`src/rtl/order_matcher.sv`:
```
// Order matcher: queues bids and asks from the slow-clock generator in two FIFOs and trades their heads while they cross.
// Optional spread accumulator output pnl is built only when ORDER_MATCHER_PNL_EN is defined.
module order_matcher #(
    parameter int DEPTH = 4,
    parameter int PW    = 8
) (
    input  logic                      clk,
    input  logic                      reset,
    input  logic                      order_tick,
    input  logic [PW-1:0]             buy_price,
    input  logic [PW-1:0]             sell_price,
    output logic                      trade_valid,
    output logic [PW-1:0]             trade_price,
    output logic [15:0]               trade_count,
    output logic [7:0]                drop_count,
    output logic [$clog2(DEPTH):0]    bid_depth,
    output logic [$clog2(DEPTH):0]    ask_depth,
`ifdef ORDER_MATCHER_PNL_EN
    output logic signed [17:0]        pnl,
`endif
    output logic                      busy
);

    // state   | meaning
    // IDLE    | waiting for a tick (or a pending one)
    // PUSH    | writing the new bid/ask into the FIFOs
    // COMPARE | checking whether the heads cross
    // TRADE   | trade pulse cycle; heads already popped

    localparam int AW = $clog2(DEPTH);
    localparam logic [AW:0]   FULL_CNT = DEPTH[AW:0];
    localparam logic [AW:0]   ONE_CNT  = 1;
    localparam logic [AW-1:0] ONE_PTR  = 1;

    typedef enum logic [1:0] {IDLE, PUSH, COMPARE, TRADE} state_t;

    state_t        state;
    logic          pending;
    logic          tick_s1, tick_s2, tick_s3, tick_rise;

    logic [PW-1:0] bid_mem [DEPTH];
    logic [PW-1:0] ask_mem [DEPTH];
    logic [AW-1:0] bid_rd, bid_wr, ask_rd, ask_wr;

    logic [PW-1:0] bid_head, ask_head;
    logic          bid_full, ask_full, crossing;
    logic [1:0]    drop_inc;
    logic [8:0]    drop_sum;

    assign bid_head = bid_mem[bid_rd];
    assign ask_head = ask_mem[ask_rd];
    assign bid_full = (bid_depth == FULL_CNT);
    assign ask_full = (ask_depth == FULL_CNT);
    assign crossing = (bid_depth != '0) && (ask_depth != '0) && (bid_head >= ask_head);
    assign drop_inc = {1'b0, bid_full} + {1'b0, ask_full};
    assign drop_sum = {1'b0, drop_count} + {7'b0, drop_inc};
    assign busy     = (state != IDLE);

`ifdef ORDER_MATCHER_PNL_EN
    logic [PW-1:0] spread;
    logic [18:0]   pnl_sum;
    // bid_head >= ask_head whenever this is used, so the difference is non-negative
    assign spread  = bid_head - ask_head;
    assign pnl_sum = {1'b0, pnl} + 19'(spread);
`endif

    // storage needs no reset: occupancy counters define validity
    always_ff @(posedge clk) begin
        if (state == PUSH) begin
            bid_mem[bid_wr] <= buy_price;
            ask_mem[ask_wr] <= sell_price;
        end
    end

    always_ff @(posedge clk or posedge reset) begin
        if (reset) begin
            tick_s1     <= 1'b0;
            tick_s2     <= 1'b0;
            tick_s3     <= 1'b0;
            tick_rise   <= 1'b0;
            state       <= IDLE;
            pending     <= 1'b0;
            bid_rd      <= '0;
            bid_wr      <= '0;
            ask_rd      <= '0;
            ask_wr      <= '0;
            bid_depth   <= '0;
            ask_depth   <= '0;
            trade_valid <= 1'b0;
            trade_price <= '0;
            trade_count <= '0;
            drop_count  <= '0;
`ifdef ORDER_MATCHER_PNL_EN
            pnl         <= '0;
`endif
        end else begin
            tick_s1     <= order_tick;
            tick_s2     <= tick_s1;
            tick_s3     <= tick_s2;
            tick_rise   <= tick_s2 & ~tick_s3;
            trade_valid <= 1'b0;

            if (state != IDLE && tick_rise)
                pending <= 1'b1;

            case (state)
                IDLE: begin
                    if (tick_rise || pending) begin
                        pending <= 1'b0;
                        state   <= PUSH;
                    end
                end
                PUSH: begin
                    bid_wr <= bid_wr + ONE_PTR;
                    ask_wr <= ask_wr + ONE_PTR;
                    // full FIFO: drop the oldest entry so occupancy holds at DEPTH
                    if (bid_full) bid_rd <= bid_rd + ONE_PTR;
                    else          bid_depth <= bid_depth + ONE_CNT;
                    if (ask_full) ask_rd <= ask_rd + ONE_PTR;
                    else          ask_depth <= ask_depth + ONE_CNT;
                    drop_count <= drop_sum[8] ? 8'hFF : drop_sum[7:0];
                    state      <= COMPARE;
                end
                COMPARE: begin
                    if (crossing) begin
                        trade_valid <= 1'b1;
                        trade_price <= ask_head;
                        bid_rd      <= bid_rd + ONE_PTR;
                        ask_rd      <= ask_rd + ONE_PTR;
                        bid_depth   <= bid_depth - ONE_CNT;
                        ask_depth   <= ask_depth - ONE_CNT;
                        if (trade_count != 16'hFFFF)
                            trade_count <= trade_count + 16'd1;
`ifdef ORDER_MATCHER_PNL_EN
                        pnl <= (pnl_sum[18:17] != 2'b00) ? 18'sd131071 : signed'(pnl_sum[17:0]);
`endif
                        state <= TRADE;
                    end else begin
                        state <= IDLE;
                    end
                end
                TRADE: begin
                    state <= COMPARE;
                end
                default: state <= IDLE;
            endcase
        end
    end

endmodule

```
`config.mk`:
```
export PLATFORM = sky130hd
export DESIGN_NAME = order_matcher
export DESIGN_NICKNAME = d
export VERILOG_FILES = /design/src/rtl/order_matcher.sv
export SDC_FILE = /design/constraint.sdc
export NUM_CORES = 1
export LEC_CHECK = 0
export BUFFER_PORTS_ARGS = -buffer_cell sky130_fd_sc_hd__buf_2
export CAP_MARGIN = 30
export CORE_MARGIN = 5
export CORE_UTILIZATION = 34
export CTS_BUF_LIST = sky130_fd_sc_hd__clkbuf_8
export CTS_CLUSTER_SIZE = 10
export DETAILED_ROUTE_END_ITERATION = 16
export GPL_TIMING_DRIVEN = 1
export MAX_ROUTING_LAYER = met4
export RECOVER_POWER = 25
export SLEW_MARGIN = 40
export SYNTH_ARGS = -nofsm -noshare
export SYNTH_HDL_FRONTEND = slang
export SYNTH_SLANG_ARGS = --single-unit
```
`constraint.sdc`:
```
create_clock -name clk -period 3.2 [get_ports clk]
set_input_delay 0.16 -clock clk [delete_from_list [all_inputs] [get_ports clk]]
set_output_delay 0.16 -clock clk [all_outputs]
set_load 0.05 [all_outputs]
```
==> flow_summary.ini, run 1 <==
[cts]
ctsRootBufferMaster = clkbuf_8
max-clock-path-buffers = 2
cts.sinks = 118
insertion_delay_ps = 440
h-tree-depth = 4
path_clk_slew_ps = 60
cts_setup_buffers = 0
cts_tree = done
cts_buffers = 17

[cells_and_area]
nFillCells = 1445
layout_commonest_cell = edfxtp_1
diodes = 0
multi_input_area_um2 = 1900
final_cell_count_no_fill = 671
fin_nets = 487
syn_to_final_growth_pct = 20.4
final_cell_mix = 64 x edfxtp_1, 54 x dfrtp_1, 42 x buf_2, 22 x inv_1, 20 x xnor2_1
seq_area_um2 = 3270
layout-drive-gt1-share_pct = 27.6

[pwr]
power_density_nw_per_um2 = 951
combPwrFrac_pct = 41.5
switchingPower_mw = 2.41
seqPwrFrac_pct = 36.1
switching_share_pct = 39.5
ir_drop_v = 0.000500
intPower_mw = 3.70
fin_total_pwr_mw = 6.11
clkPwrFrac_pct = 22.4
power.leakage_nw = 2.67

[floorplan]
dieArea_um2 = 18300
fp.dieH_um = 135
die_x_um = 135
coreArea_um2 = 15300
ios = 59
start_util_pct = 34.8
rows = 45

[yosys]
muxShareOfSynthArea_pct = 9.40
synth_cell_type_count = 55
ys_ff_latch = 118
async_flop_share_pct = 45.8
yosys.area_share.adder_pct = 5.35
netlist_area_um2 = 5340
synth_top_family_by_area = simple AND/OR/NAND/NOR gates
synth_seq_area_share_pct = 61.3
synth_area_per_cell_um2 = 14.8
synth_xor_area_share_pct = 3.75
netlist_instances = 360
ys.flop_type = edfxtp_1
yosys.area_share.simple_pct = 11.7
synth_compound_area_share_pct = 5.37
syn-num-nets = 400
yosysWarnings = 0
synth-edff-count = 64

[routing]
route.detailed.wl_per_inst_um = 15.6
drtIter0Drc = 158
vias = 3122
ant_nets = 0
firstDrtPassIters = 4
routed_wl_um = 10400
vias_per_cell = 4.65
drc = 0

[setup_path]
crit_fanout = 23
cp_slowest_cell = mux4_2
slowest_delay_ps = 540
cp_cell_sequence = buf_4, mux4_2, ha_1, and3_4, a22o_1, o21ai_4, a21oi_4, buf_12, nand2_2, mux2_1
crit_required_ps = 3510
regToRegSetupSlack_ps = 280
worst_setup_path_end_kind = register
worst_setup_path_start_kind = register
crit_buf_inv = 2
setup.worst_path.class = register to register
critPathTopFamily = multiplexers
arrival_ps = 3230

[timing]
final_hold_viol_count = 0
whs_ps = 351
setup_violations = 0
rsz0062_at_grt = false
max_clock_freq_mhz = 343
fin_skew_ps = 13.8
tns_ps = 0
min_period_over_period_pct = 91.1
period_needed_ps = 2920
final-max-slew-violation-count = 43
worst_slew_pin_slew_ps = 1850
maxSlewHeadroom_pct = -24.3

[placement]
dp.cells = 621
dpl.hpwl_um = 7390
place_congestion = 0.773
portBuffers = 58

[worst_hold_path]
hp-class = register to register

[grt]
grt_max_degree = 43
grt_pass1_wl_um = 17000
antenna_found_initial = 0
grt_pass1_vias = 3306
globalRoute.totalOverflow = 0
grtUsageTotal_pct = 12.6

[run_status]
status = finished, violations left
violations = capacitance limit, slew limit

[run]
cap_viol_max_count = 1
layer usage:
metal / track usage, % / wire, um / share of wire (%)
met4: 5.10 / 150 / 1.4
met3: 3.97 / 453 / 4.3
met2: 19.2 / 4990 / 48
met1: 15.6 / 4850 / 46
met5: - / 0 / 0
flip-flops by register name, summed over array words and instances (netlist names):
name	flops
ask_mem	32
bid_mem	32
trade_count	16
drop_count	8
trade_price	8
ask_depth	3
bid_depth	3
ask_rd	2
ask_wr	2
bid_rd	2
bid_wr	2
state	2
pending	1
tick_rise	1
tick_s1	1
tick_s2	1
tick_s3	1
trade_valid	1
worst paths after layout:
kind,endpoint,startpoint,cells after the start
max,trade_count[1]$_DFFE_PP0P_,bid_rd[0]$_DFFE_PP0P_,10
min,tick_s2$_DFF_PP0_,tick_s1$_DFF_PP0_,0
max reg2reg,trade_count[1]$_DFFE_PP0P_,bid_rd[0]$_DFFE_PP0P_,10
min reg2reg,tick_s2$_DFF_PP0_,tick_s1$_DFF_PP0_,0
max in group asynchronous,trade_price[7]$_DFFE_PP0N_,reset,4
min in group asynchronous,drop_count[6]$_DFFE_PP0P_,reset,3
cell families after synthesis:
kind of cell / count (synthesis)
compound gates: 37
xor+xnor: 22
fa+ha+maj: 21
buf+inv: 35
flops: 118
mux: 26
simple gates: 101
metrics by stage:
step	setup WS, ps	utilization (%)	area, um^2
global route	123	42.0	6430
floorplan	528	-	5340
CTS	260	42.1	6450
finish	284	42.0	6430
detailed placement	273	38.3	5870
global placement	317	38.3	5870
power groups by stage:
| stage | sequential, mW | combinational, mW | clock [mW] |
|---|---|---|---|
| 2_1_floorplan | 2.56 | 1.62 | 0 |
| 3_3_place_gp | 2.22 | 2.48 | 0 |
| 4_1_cts | 2.21 | 2.57 | 1.41 |
| 5_1_grt | 2.25 | 2.76 | 1.48 |
| 6_report | 2.21 | 2.54 | 1.37 |
| 3_5_place_dp | 2.24 | 2.54 | 0 |
final cells by class:
type / count / area share [%]
sequential: 118 / 50.9
multi-input combinational: 207 / 29.5
timing repair buffer: 83 / 8.02
tap: 211 / 4.11
clock buffer: 17 / 3.64
clock inverter: 15 / 2.57
inverter: 20 / 1.19
synthesized netlist by cell type, drive strengths merged (2+ instances only):
| cell | count | area share [%] |
|---|---|---|
| xnor2 | 21 | 3.6 |
| nand2b | 2 | 0.23 |
| and2 | 13 | 1.5 |
| fa | 3 | 1.1 |
| and3 | 16 | 2.1 |
| ha | 18 | 4.2 |
| nand3 | 10 | 0.94 |
| mux2 | 9 | 2.5 |
| a21oi | 8 | 1.2 |
| o31ai | 2 | 0.28 |
| and2b | 3 | 0.47 |
| nor3 | 7 | 0.84 |
| mux4 | 16 | 6.8 |
| a21o | 3 | 0.42 |
| nor2 | 17 | 1.5 |
| a31oi | 4 | 0.47 |
| edfxtp | 64 | 36 |
| nand2 | 17 | 1.3 |
| nor2b | 4 | 0.47 |
| clkbuf | 8 | 0.68 |
| o21ai | 11 | 1.2 |
| nand4 | 9 | 1.8 |
| inv | 20 | 1.4 |
| dfrtp | 54 | 25 |
| buf | 7 | 1.0 |
timing repair:
action / 4_1_cts / 5_1_grt
endpoints found under the setup margin: 0 / 0
gates resized for setup: 0 / 0
hold buffers: 18 / 0
endpoints found under the hold margin: 106 / 0
No activity file was read; power rests on OpenSTA's default activity.
==> run 2: changes to the inputs <==
ABC_AREA = 1   (was unset)
CORE_UTILIZATION = 45   (was 34)
==> flow_summary.ini, run 2 <==
[run_status]
status = completed

[placement]
place_ws_ps = 456
place_congestion = 0.807
dpl.hpwl_um = 7400
portBuffers = 58
dp.cells = 711
placed_area_um2 = 5800

[cells_and_area]
fin_nets = 645
seq_area_um2 = 3270
syn_to_final_growth_pct = 17.7
layout_commonest_cell = nand2_1
top_regs = ask_mem x32, bid_mem x32, trade_count x16
layout-drive-gt1-share_pct = 14.2
final_cell_count_no_fill = 761
stdcell_area_um2 = 6320
multi_input_area_um2 = 1840
diodes = 0
final_util_pct = 54.6
nFillCells = 1030
final_cell_mix = 131 x nand2_1, 64 x edfxtp_1, 54 x dfrtp_1, 49 x nor2_1, 47 x inv_1

[yosys]
ys_top_cells_by_count = 131 x nand2_1, 64 x edfxtp_1, 54 x dfrtp_1
yosysMostFrequentCell = nand2_1
synth-edff-count = 64
synth_cell_type_count = 32
async_flop_share_pct = 45.8
synth_area_per_cell_um2 = 10.3
synth.top_cell.area_share_pct = 35.8
netlist_area_um2 = 5370
synth_seq_area_share_pct = 61.0
yosysWarnings = 0
syn-num-nets = 560
netlist_top_cells_area = edfxtp_1 36%, dfrtp_1 25%, nand2_1 9.2%
ys.flop_type = edfxtp_1
yosys.area.top_type = edfxtp_1
netlist_instances = 520
ys_ff_latch = 118

[floorplan]
fp.dieH_um = 119
dieArea_um2 = 14200
rows = 39
start_util_pct = 46.4
coreArea_um2 = 11600
die_x_um = 119
ios = 59

[cts]
insertion_delay_ps = 430
h-tree-depth = 4
cts_resized = 0
cts_buffers = 17
max-clock-path-buffers = 2
ctsRootBufferMaster = clkbuf_8
cts.sinks = 118
cts_tree = done
path_clk_slew_ps = 70
hold_buffers = 18
cts_setup_buffers = 0

[routing]
drtIter0Drc = 187
firstDrtPassIters = 5
vias = 3742
drc = 0
ant_nets = 0
routed_wl_um = 10800
vias_per_cell = 4.92
route.detailed.wl_per_inst_um = 14.1

[setup_path]
crit_top_cell = nand2_1
critPathTopFamily = simple AND/OR/NAND/NOR gates
worst_setup_path_end_kind = register
cp_slowest_cell = clkinv_1
cp_cell_sequence = clkinv_1, o21ai_0, o22ai_1, ha_1, nand2_1, nor2_1, nor2_1, nand2_1, nand2_1, nand2_1, nand3_1, inv_2, nand2_4, nand2_1, nand2_1
worst_setup_path_start_kind = register
crit_required_ps = 3520
slowest_delay_ps = 370
crit_buf_inv = 2
arrival_ps = 3040
crit_fanout = 20
setup.worst_path.class = register to register

[timing]
min_period_over_period_pct = 85.1
whs_ps = 356
worst_slew_pin_slew_ps = 804
setup_violations = 0
fin_skew_ps = 15.4
max_clock_freq_mhz = 367
rsz0062_at_grt = false
tns_ps = 0
final-max-slew-violation-count = 0
maxSlewHeadroom_pct = 46.2
fin_ws_ps = 476
period_needed_ps = 2720
final_hold_viol_count = 0

[worst_hold_path]
hp-class = register to register

[grt]
grt_max_degree = 31
antenna_found_initial = 0
grtUsageTotal_pct = 17.0
grt_pass1_vias = 3728
globalRoute.totalOverflow = 0
grt_pass1_wl_um = 18400

[pwr]
power_density_nw_per_um2 = 879
fin_total_pwr_mw = 5.55
ir_drop_v = 0.000476
power.leakage_nw = 2.85

[run]
cap_viol_max_count = 0
[run 2: cell count changes in the layout (fill, tap and decap cells not counted), moves of 12 or more]
cell,previous run,this run
and3_1,12,0
xor2_1,1,14
inv_1,22,47
nand3_1,10,36
nand2_1,14,131
nor2_1,16,49
and2_1,12,0
o21ai_0,10,31
mux4_2,16,0
xnor2_1,20,7
[run 2: cell type report]
cell class | count | share of cell area, %
clock buffers | 19 | 4.14
clock inverters | 13 | 1.45
inverters | 48 | 2.85
multi-input cells | 339 | 29.2
flip-flops and latches | 118 | 51.8
well taps | 143 | 2.83
repair buffers | 81 | 7.72
[run 2: cells by family after synthesis]
logic type,after synthesis,share of synthesized area [%]
AOI/OAI and AO/OA,60,6.62
xor gates and xnor gates,21,3.43
adders and majority gates,21,5.31
buffers and inverters,63,4.80
DFF,118,61.0
and+or+nand+nor,237,18.9
[run 2: path summary, 6_finish.rpt]
| check | from | end | slack, ps | cells after the start |
|---|---|---|---|---|
| worst max register to register | ask_rd[0]$_DFFE_PP0P_ | trade_count[11]$_DFFE_PP0P_ | 480 | 15 |
| min in group asynchronous | reset | trade_count[2]$_DFFE_PP0P_ | 380 | 3 |
| max in group asynchronous | reset | pending$_DFF_PP0_ | 2020 | 4 |
| worst max-delay path | ask_rd[0]$_DFFE_PP0P_ | trade_count[11]$_DFFE_PP0P_ | 480 | 15 |
| worst min register to register | tick_s1$_DFF_PP0_ | tick_s2$_DFF_PP0_ | 360 | 0 |
| worst min-delay path | tick_s1$_DFF_PP0_ | tick_s2$_DFF_PP0_ | 360 | 0 |
[run 2: layer usage]
layer  vias to the layer above  GRT usage (%)  share of wire (%)
met4                         0           7.24                2.2
met3                        20           4.88                4.4
met2                        69           25.1                 46
li1                       1903              -                  -
met1                      1750           21.9                 48
met5                         -              -                  0
[run 2: power breakdown]
group	internal (mW)	switching [mW]	leakage, nW
Combinational	0.672	1.55	1.38
Clock	0.633	0.572	0.186
Sequential	1.92	0.211	1.28
Total	3.22	2.33	2.85
==> run 3: changes to the inputs <==
CORE_UTILIZATION = 44   (was 45)
CTS_CLUSTER_DIAMETER = 30   (was unset)
==> flow_summary.ini, run 3 (synthesis gave the netlist of run 2 again) <==
[run_status]
status = completed

[timing]
final-max-slew-violation-count = 0
max_clock_freq_mhz = 355
worst_slew_pin_slew_ps = 834
setup_violations = 0
tns_ps = 0
whs_ps = 330
rsz0062_at_grt = false
period_needed_ps = 2820
min_period_over_period_pct = 88.1
maxSlewHeadroom_pct = 44.2
final_hold_viol_count = 0
fin_ws_ps = 382
fin_skew_ps = 11.7

[pwr]
ir_drop_v = 0.000668
power_density_nw_per_um2 = 914
fin_total_pwr_mw = 5.85
power.leakage_nw = 2.88

[setup_path]
worstReg2RegEnd = trade_count[5]$_DFFE_PP0P_
setup.worst_path.class = register to register
worst_setup_path_start_kind = register
rr_startpoint = ask_rd[0]$_DFFE_PP0P_
regToRegSetupSlack_ps = 380
worst_setup_path_end_kind = register
crit_fanout = 20
crit_required_ps = 3510
r2r_cells = 15
arrival_ps = 3130

[cells_and_area]
top_regs = ask_mem x32, bid_mem x32, trade_count x16
final_cell_mix = 131 x nand2_1, 64 x edfxtp_1, 54 x dfrtp_1, 49 x nor2_1, 47 x inv_1
final_util_pct = 53.5
fin_nets = 645
layout_commonest_cell = nand2_1
syn_to_final_growth_pct = 19.2
final_cell_count_no_fill = 765
stdcell_area_um2 = 6400
layout-drive-gt1-share_pct = 13.9
diodes = 0

[routing]
drtIter0Drc = 188
vias_per_cell = 4.93
route.detailed.wl_per_inst_um = 14.3
vias = 3775
firstDrtPassIters = 4
routed_wl_um = 10900
ant_nets = 0
drc = 0

[cts]
ctsRootBufferMaster = clkbuf_8
max-clock-path-buffers = 2
cts_resized = 0
cts_buffers = 17
h-tree-depth = 4
insertion_delay_ps = 430
cts_tree = done
path_clk_slew_ps = 70
cts.sinks = 118

[grt]
grt_max_degree = 29
antenna_found_initial = 0
grt_pass1_wl_um = 18200
grt_pass1_vias = 3644
grtUsageTotal_pct = 16.6
globalRoute.totalOverflow = 0

[placement]
dp.cells = 715
place_ws_ps = 403
portBuffers = 58
place_congestion = 0.780
dpl.hpwl_um = 7580
placed_area_um2 = 5800

[floorplan]
ios = 59
start_util_pct = 44.9
die_x_um = 120
coreArea_um2 = 12000
fp.dieH_um = 120
rows = 40
dieArea_um2 = 14500

[run]
cap_viol_max_count = 0

[worst_hold_path]
hp-class = primary input to async pin
-- run 3: changes by cell type in the layout (fill, tap and decap cells not counted), sizes merged --
cell,before,now
clkbuf,35,33
bufinv,1,5
clkinvlp,3,1
-- run 3: worst max-delay path by stage --
stage                             endpoint                  start  slack, ps  depth (start not counted)
3_5_place_dp    trade_count[1]$_DFFE_PP0P_  ask_rd[0]$_DFFE_PP0P_        400                         15
6_report        trade_count[5]$_DFFE_PP0P_  ask_rd[0]$_DFFE_PP0P_        380                         15
5_1_grt        trade_count[13]$_DFFE_PP0P_  ask_rd[0]$_DFFE_PP0P_          4                         15
2_1_floorplan   trade_count[0]$_DFFE_PP0P_  ask_rd[0]$_DFFE_PP0P_        830                         17
4_1_cts         trade_count[1]$_DFFE_PP0P_  ask_rd[0]$_DFFE_PP0P_        380                         15
3_3_place_gp    trade_count[4]$_DFFE_PP0P_  ask_rd[1]$_DFFE_PP0P_        480                         15
-- run 3: what timing repair did --
action,4_1_cts,5_1_grt
hold buffers,18,0
buffers inserted,0,0
hold endpoints to repair,92,0
-- run 3: critical path, stage by stage, from the launching register on --
cell and delay, ps:
dfrtp_1 350, clkinv_1 380, o21ai_0 320, o22ai_1 140, ha_1 300, nand2_1 40
nor2_1 80, nor2_1 50, nand2_1 50, nand2_1 40, nand2_1 60, nand3_1 180
inv_2 350, nand2_4 190, nand2_1 100, nand2_1 50
-- run 3: layer usage --
| layer | share of wire, % | GRT usage [%] | up-vias |
|---|---|---|---|
| met5 | 0 | - | - |
| met4 | 1.1 | 6.30 | 0 |
| met3 | 3.6 | 4.07 | 7 |
| met2 | 47 | 24.8 | 66 |
| met1 | 48 | 22.2 | 1794 |
| li1 | - | - | 1908 |
-- run 3: cell type report --
type / count / area [um^2]
clock inverters: 15 / 194
clock buffers: 17 / 234
flip-flops and latches: 118 / 3270
inverters: 48 / 180
multi-input cells: 339 / 1840
repair buffers: 81 / 488
fillers: 1072 / 5560
well taps: 147 / 184
-- run 3: report_power, final --
group / switching, mW / total, mW / leakage [nW] / internal (mW)
logic: 1.58 / 2.25 / 1.38 / 0.670
clock network: 0.569 / 1.47 / 0.223 / 0.904
registers: 0.205 / 2.12 / 1.28 / 1.92
total: 2.36 / 5.85 / 2.88 / 3.49
